[config.mk]
export PLATFORM = sky130hd
export DESIGN_NAME = uart_split_16bit
export DESIGN_NICKNAME = d
export VERILOG_FILES = /design/src/rtl/uart_pkg.sv /design/src/rtl/sync_fifo.sv /design/src/rtl/uart_split_16bit.sv
export SDC_FILE = /design/constraint.sdc
export NUM_CORES = 1
export LEC_CHECK = 0
export ABC_AREA = 1
export BUFFER_PORTS_ARGS = -buffer_cell sky130_fd_sc_hd__clkbuf_2
export CAP_MARGIN = 20
export CELL_PAD_IN_SITES_DETAIL_PLACEMENT = 1
export CELL_PAD_IN_SITES_GLOBAL_PLACEMENT = 2
export CORE_ASPECT_RATIO = 2
export CORE_MARGIN = 2
export CORE_UTILIZATION = 41
export CTS_CLUSTER_SIZE = 24
export DETAILED_ROUTE_END_ITERATION = 12
export PLACE_DENSITY = 0.81
export RECOVER_POWER = 25
export SLEW_MARGIN = 40
export SYNTH_ARGS = -nofsm -noshare
export SYNTH_HDL_FRONTEND = slang
export SYNTH_SLANG_ARGS = --single-unit
[constraint.sdc]
create_clock -name clk -period 5.7 [get_ports clk]
set_clock_uncertainty 0.15 [all_clocks]
set_input_delay 0 -clock clk [delete_from_list [all_inputs] [get_ports clk]]
set_output_delay 0 -clock clk [all_outputs]
set_load 0.05 [all_outputs]
[src/rtl/uart_pkg.sv]
// Shared definitions for the UART word/byte path: data widths, the byte
// splitter FSM encoding and a byte-ordering helper.
package uart_pkg;

  localparam int unsigned ByteW = 8;
  localparam int unsigned WordW = 16;

  typedef enum logic [2:0] {
    StIdle,
    StAck1,
    StDone1,
    StAck2,
    StDone2
  } tx_state_e;

  // Returns {first byte on the wire, second byte on the wire}.
  function automatic logic [WordW-1:0] order_bytes(input logic [WordW-1:0] word,
                                                   input bit               msb_first);
    return msb_first ? word : {word[ByteW-1:0], word[WordW-1:ByteW]};
  endfunction

endpackage

[src/rtl/sync_fifo.sv]
// Synchronous single-clock FIFO with show-ahead read data.
//   clk_i     : clock
//   rst_i     : synchronous active-high reset, flushes contents
//   push_i    : write wdata_i (ignored when full)
//   wdata_i   : write data
//   pop_i     : drop head entry (ignored when empty)
//   rdata_o   : head entry, valid when !empty_o
//   full_o    : level == DEPTH
//   empty_o   : level == 0
//   level_o   : entries currently stored
//   level_d_o : level after the current edge (for registered status flags)
module sync_fifo #(
  parameter int unsigned WIDTH = 16,
  parameter int unsigned DEPTH = 4
) (
  input  logic                       clk_i,
  input  logic                       rst_i,
  input  logic                       push_i,
  input  logic [WIDTH-1:0]           wdata_i,
  input  logic                       pop_i,
  output logic [WIDTH-1:0]           rdata_o,
  output logic                       full_o,
  output logic                       empty_o,
  output logic [$clog2(DEPTH+1)-1:0] level_o,
  output logic [$clog2(DEPTH+1)-1:0] level_d_o
);

  localparam int unsigned LvlW = $clog2(DEPTH + 1);
  localparam int unsigned PtrW = $clog2(DEPTH);

  logic [WIDTH-1:0] mem_q [DEPTH];
  logic [PtrW-1:0]  wr_ptr_q, rd_ptr_q;
  logic [LvlW-1:0]  level_q, level_d;
  logic             push_ok, pop_ok;

  assign full_o  = (level_q == LvlW'(DEPTH));
  assign empty_o = (level_q == '0);
  assign push_ok = push_i && !full_o;
  assign pop_ok  = pop_i && !empty_o;
  assign rdata_o = mem_q[rd_ptr_q];

  always_comb begin
    level_d = level_q;
    case ({push_ok, pop_ok})
      2'b10:   level_d = level_q + LvlW'(1);
      2'b01:   level_d = level_q - LvlW'(1);
      default: level_d = level_q;
    endcase
  end

  // DEPTH is a power of two, so pointer overflow gives the modulo wrap.
  always_ff @(posedge clk_i) begin
    if (rst_i) begin
      wr_ptr_q <= '0;
      rd_ptr_q <= '0;
      level_q  <= '0;
    end else begin
      if (push_ok) wr_ptr_q <= wr_ptr_q + PtrW'(1);
      if (pop_ok)  rd_ptr_q <= rd_ptr_q + PtrW'(1);
      level_q <= level_d;
    end
  end

  always_ff @(posedge clk_i) begin
    if (push_ok) mem_q[wr_ptr_q] <= wdata_i;
  end

  assign level_o   = level_q;
  assign level_d_o = level_d;

endmodule

[src/rtl/uart_split_16bit.sv]
// Buffers 16-bit words and feeds them as two bytes to a byte-wide UART
// transmitter using its tx_start/tx_busy handshake, with retry on a missing
// busy acknowledge.
//   clk              : clock
//   rst              : synchronous active-high reset
//   data_16bit       : word to transmit
//   data_16bit_valid : word present
//   data_16bit_ready : word can be accepted this cycle (0 in reset)
//   tx_data          : byte to uart_tx, held until the next tx_start
//   tx_start         : one-cycle start pulse to uart_tx
//   tx_busy          : uart_tx transmitting
//   fifo_level       : words buffered
//   idle             : FIFO empty and FSM idle (registered)
//   ack_error        : sticky, set when tx_busy failed to rise in time
module uart_split_16bit
  import uart_pkg::*;
#(
  parameter int unsigned FIFO_DEPTH  = 4,
  parameter bit          MSB_FIRST   = 1'b1,
  parameter int unsigned ACK_TIMEOUT = 16
) (
  input  logic                            clk,
  input  logic                            rst,
  input  logic [WordW-1:0]                data_16bit,
  input  logic                            data_16bit_valid,
  output logic                            data_16bit_ready,
  output logic [ByteW-1:0]                tx_data,
  output logic                            tx_start,
  input  logic                            tx_busy,
  output logic [$clog2(FIFO_DEPTH+1)-1:0] fifo_level,
  output logic                            idle,
  output logic                            ack_error
);

  localparam int unsigned LvlW = $clog2(FIFO_DEPTH + 1);
  localparam int unsigned CntW = $clog2(ACK_TIMEOUT + 1);

  logic [WordW-1:0] fifo_rdata, ordered;
  logic             fifo_full, fifo_empty, push, pop, start_word;
  logic [LvlW-1:0]  level_nxt;

  tx_state_e        state_q, state_d;
  logic [CntW-1:0]  cnt_q, cnt_d;
  logic [ByteW-1:0] byte2_q, byte2_d;
  logic [ByteW-1:0] tx_data_q, tx_data_d;
  logic             tx_start_q, tx_start_d;
  logic             ack_error_q, ack_error_d;
  logic             idle_q, idle_d;

  // Ready deliberately ignores a same-cycle pop: a full FIFO always refuses.
  assign data_16bit_ready = !rst && !fifo_full;
  assign push             = data_16bit_valid && data_16bit_ready;

  sync_fifo #(
    .WIDTH(WordW),
    .DEPTH(FIFO_DEPTH)
  ) u_fifo (
    .clk_i    (clk),
    .rst_i    (rst),
    .push_i   (push),
    .wdata_i  (data_16bit),
    .pop_i    (pop),
    .rdata_o  (fifo_rdata),
    .full_o   (fifo_full),
    .empty_o  (fifo_empty),
    .level_o  (fifo_level),
    .level_d_o(level_nxt)
  );

  assign ordered    = order_bytes(fifo_rdata, MSB_FIRST);
  // A new word may start from IDLE or straight out of DONE2.
  assign start_word = ((state_q == StIdle) || (state_q == StDone2)) && !tx_busy && !fifo_empty;

  always_comb begin
    state_d     = state_q;
    cnt_d       = cnt_q;
    byte2_d     = byte2_q;
    tx_data_d   = tx_data_q;
    tx_start_d  = 1'b0;
    ack_error_d = ack_error_q;
    pop         = 1'b0;

    case (state_q)
      StAck1, StAck2: begin
        if (tx_busy) begin
          state_d = (state_q == StAck1) ? StDone1 : StDone2;
        end else if (cnt_q >= CntW'(ACK_TIMEOUT)) begin
          // Byte never acknowledged: flag it and pulse again with tx_data unchanged.
          ack_error_d = 1'b1;
          tx_start_d  = 1'b1;
          cnt_d       = CntW'(1);
        end else begin
          cnt_d = cnt_q + CntW'(1);
        end
      end
      StDone1: begin
        if (!tx_busy) begin
          tx_data_d  = byte2_q;
          tx_start_d = 1'b1;
          cnt_d      = CntW'(1);
          state_d    = StAck2;
        end
      end
      StDone2: begin
        if (!tx_busy && fifo_empty) state_d = StIdle;
      end
      default: state_d = state_q;
    endcase

    if (start_word) begin
      pop        = 1'b1;
      tx_data_d  = ordered[WordW-1:ByteW];
      byte2_d    = ordered[ByteW-1:0];
      tx_start_d = 1'b1;
      cnt_d      = CntW'(1);
      state_d    = StAck1;
    end

    idle_d = (level_nxt == '0) && (state_d == StIdle);
  end

  always_ff @(posedge clk) begin
    if (rst) begin
      state_q     <= StIdle;
      cnt_q       <= '0;
      byte2_q     <= '0;
      tx_data_q   <= '0;
      tx_start_q  <= 1'b0;
      ack_error_q <= 1'b0;
      idle_q      <= 1'b1;
    end else begin
      state_q     <= state_d;
      cnt_q       <= cnt_d;
      byte2_q     <= byte2_d;
      tx_data_q   <= tx_data_d;
      tx_start_q  <= tx_start_d;
      ack_error_q <= ack_error_d;
      idle_q      <= idle_d;
    end
  end

  assign tx_data   = tx_data_q;
  assign tx_start  = tx_start_q;
  assign ack_error = ack_error_q;
  assign idle      = idle_q;

endmodule

==> results.md <==
- Status: complete, no violations
- DRT antenna net count: 0
- CP top delay family: buffers and inverters
- Vias: 3,031
- Synthesis-stage register bit count: 100
- Final setup viols: 0
- Critical Path Max Stage Delay: between 500 and 600 ps
- Mapped Cells: approximately 420
- Slew HR: 0.525
- Crit path buffers/inverters: 3
- Crit path time final: roughly 2800 ps
- Sw Pwr: 814 uW
- DRC Markers: 0
- Synthesized cell area: approximately 0.0042 sq mm
- Dpl hpwl: 6570 microns
- Num ports: 35
- WP data required: 5840 ps
- Crit-path max FO: 18
- Starting DRT DRC Count: around 130
- Die height: around 150 microns
- Crit-path cells: dlygate4sd3_1 > clkbuf_2 > inv_1 > nand3_2 > ha_1 > fa_1 > nand2_1 > nand2_1 > nor2_1 > nand2_1 > nor2_1 > nor2_1 > nor2_1
- Crit-path slowest cell: dlygate4sd3_1
- Gate power share: 0.297
- Syn_area_per_cell: around 10 sq um
- CTS tree: yes
- CTS buffer count: 9
- Largest net degree at the start of global routing: 36
- Clock slew at reported path FFs: 70 ps
- Final Cell Area: between 0.004 and 0.005 sq mm
- Placer Congestion: 0.791
- Rows: 52
- CTS Sinks: 100
- Commonest cells after routing, fill and taps aside: nand2_1, nor2_1, edfxtp_1, inv_1, dfxtp_1
- Starting Density: 0.418
- CTS resizes: 0
- Syn-to-layout area delta: 18.0%
- Worst EP arrival: a little under 3000 ps
- Yosys warnings: 0
- Sequential Power Share: 0.409
- Cell mode on critical path: nor2_1
- Wire per inst: approximately 15 microns
- Vias in the first global route: roughly 3,200
- Root Driver: clkbuf_16
- Max-Cap Viols: 0
- CTS Hold Bufs: 20
- Final nets: approximately 500
- Total gr overflow: 0
- Internal power: 1400 uW
- Crit. End Element: flop
- First-pass GRT wire length: approximately 15,000 microns
- Setup bufs post-CTS: 0
- All-Layer GR Usage: 0.184
- Synth cell types: 30
- Initial antenna violation count: 0
- Peak VDD IR: 0.242 mV
- Final hold violations: 0
- R2R Setup Slk: about 3200 ps
- CP Launch Type: input port
- Setup Total Neg Slack: 0 ps
- Port Buf Inserts: 34
- Fmax: roughly 360 MHz
- Most common cell after layout, fill and taps aside: nand2_1
- Die footprint: between 0.01 and 0.015 sq mm
- Leak: about 0.002 uW
- Fill count: about 1,200
- Min-Delay Path Class: in2reg
- Tightest Pin Transition: 712 ps
- Pwr dens: approximately 440 mW/mm^2
- Count of pins over their slew limit: 0
- ANT cells: 0
- Layout cell share with drive strength beyond 1: 0.126
- Post-synthesis sequential area ratio: 0.627
- Width of the die: 75.7 microns
- Fin crit share: 0.493
- Final WL: a little over 9000 microns
- CTS Buffer Depth: 2
- Area leader, netlist: edfxtp_1
- DR pass1 iterations: 4
- Core Footprint: 0.0101 sq mm
- CTS H-tree depth: 3
- Synth top area share: 0.456
- Sw Ratio: 0.368
- RSZ-0062 raised after global routing: no
- DR vias/cell: around 5.0
- Power share of the clock group: 0.293
- Ranking of synthesized cells by area: edfxtp_1, dfxtp_1, nor2_1
- WS Path Type: in2reg
- Placement Cell Area: between 0.004 and 0.005 sq mm
- Synthesized Nets: about 450
- Clock latency on the worst-skew pair: about 350 ps
## per-stage QoR
stage / std cells / util / hold slack [ps] / worst slack [ps] / power [uW]
finish: 611 / 0.493 / 289 / 2890 / 2210
global route: 611 / 0.493 / 298 / 2560 / 2340
CTS: 611 / 0.495 / 239 / 2850 / 2240
detailed placement: 575 / 0.443 / 68.4 / 3050 / 1580
global placement: 575 / 0.442 / 60.0 / 3150 / 1570
floorplan: 421 / - / -51.1 / 3160 / 1450
## sequential cells by signal, indices dropped and copies added, names as in the netlist, named ones only
name,flops
ack_error,1
tx_data,8
cnt_q,5
byte2_q,8
u_fifo.rd_ptr_q,2
idle,1
u_fifo.level_o,3
u_fifo.wr_ptr_q,2
tx_start,1
state_q,3
u_fifo.mem_q,64
## power groups by stage
stage | sequential, uW | combinational [uW] | clock [uW]
6_report | 905 | 657 | 647
5_1_grt | 918 | 739 | 689
4_1_cts | 906 | 674 | 661
3_5_place_dp | 923 | 661 | 0
3_3_place_gp | 922 | 647 | 0
2_1_floorplan | 1010 | 431 | 0
## cell type report
| class | count | area (sq um) | area share |
|---|---|---|---|
| multi-input combinational | 261 | 1310 | 0.264 |
| tap | 135 | 169 | 0.0340 |
| timing repair buffer | 56 | 369 | 0.0742 |
| clock inverter | 7 | 95.1 | 0.0191 |
| inverter | 43 | 161 | 0.0324 |
| sequential | 100 | 2640 | 0.531 |
| clock buffer | 9 | 225 | 0.0453 |
## metal layers
layer	track usage	share of wire	vias up
li1	-	-	1503
met1	0.184	0.37	1475
met2	0.356	0.59	42
met3	0.0354	0.019	11
met4	0.0632	0.018	0
met5	0	0	-
## synth_stat cells, drive strengths merged
master   n
a21boi   1
a21oi   18
a31oi    2
and3     1
buf     14
clkbuf   3
dfxtp   36
edfxtp  64
fa       1
ha       7
inv     43
nand2   70
nand3   33
nand4    1
nor2    74
nor3     3
o21ai   41
o22ai    8
xnor2    1
## final timing paths
kind | start | endpoint | depth (start not counted)
worst min register to register | byte2_q[6] | byte2_q[6] | 2
worst max register to register | state_q[1] | idle | 12
worst min-delay path | data_16bit[8] | u_fifo.mem_q[1][8] | 2
worst max-delay path | rst | idle | 13
## logic make-up after synthesis
family                     count (synthesis)  synth area share
adders and majority gates                  8            0.0255
DFF                                      100             0.627
buffers and inverters                     60            0.0671
xor gates and xnor gates                   1           0.00208
and+or+nand+nor                          182             0.191
AOI/OAI and AO/OA                         70            0.0876
Power figures use the tool's default switching activity.
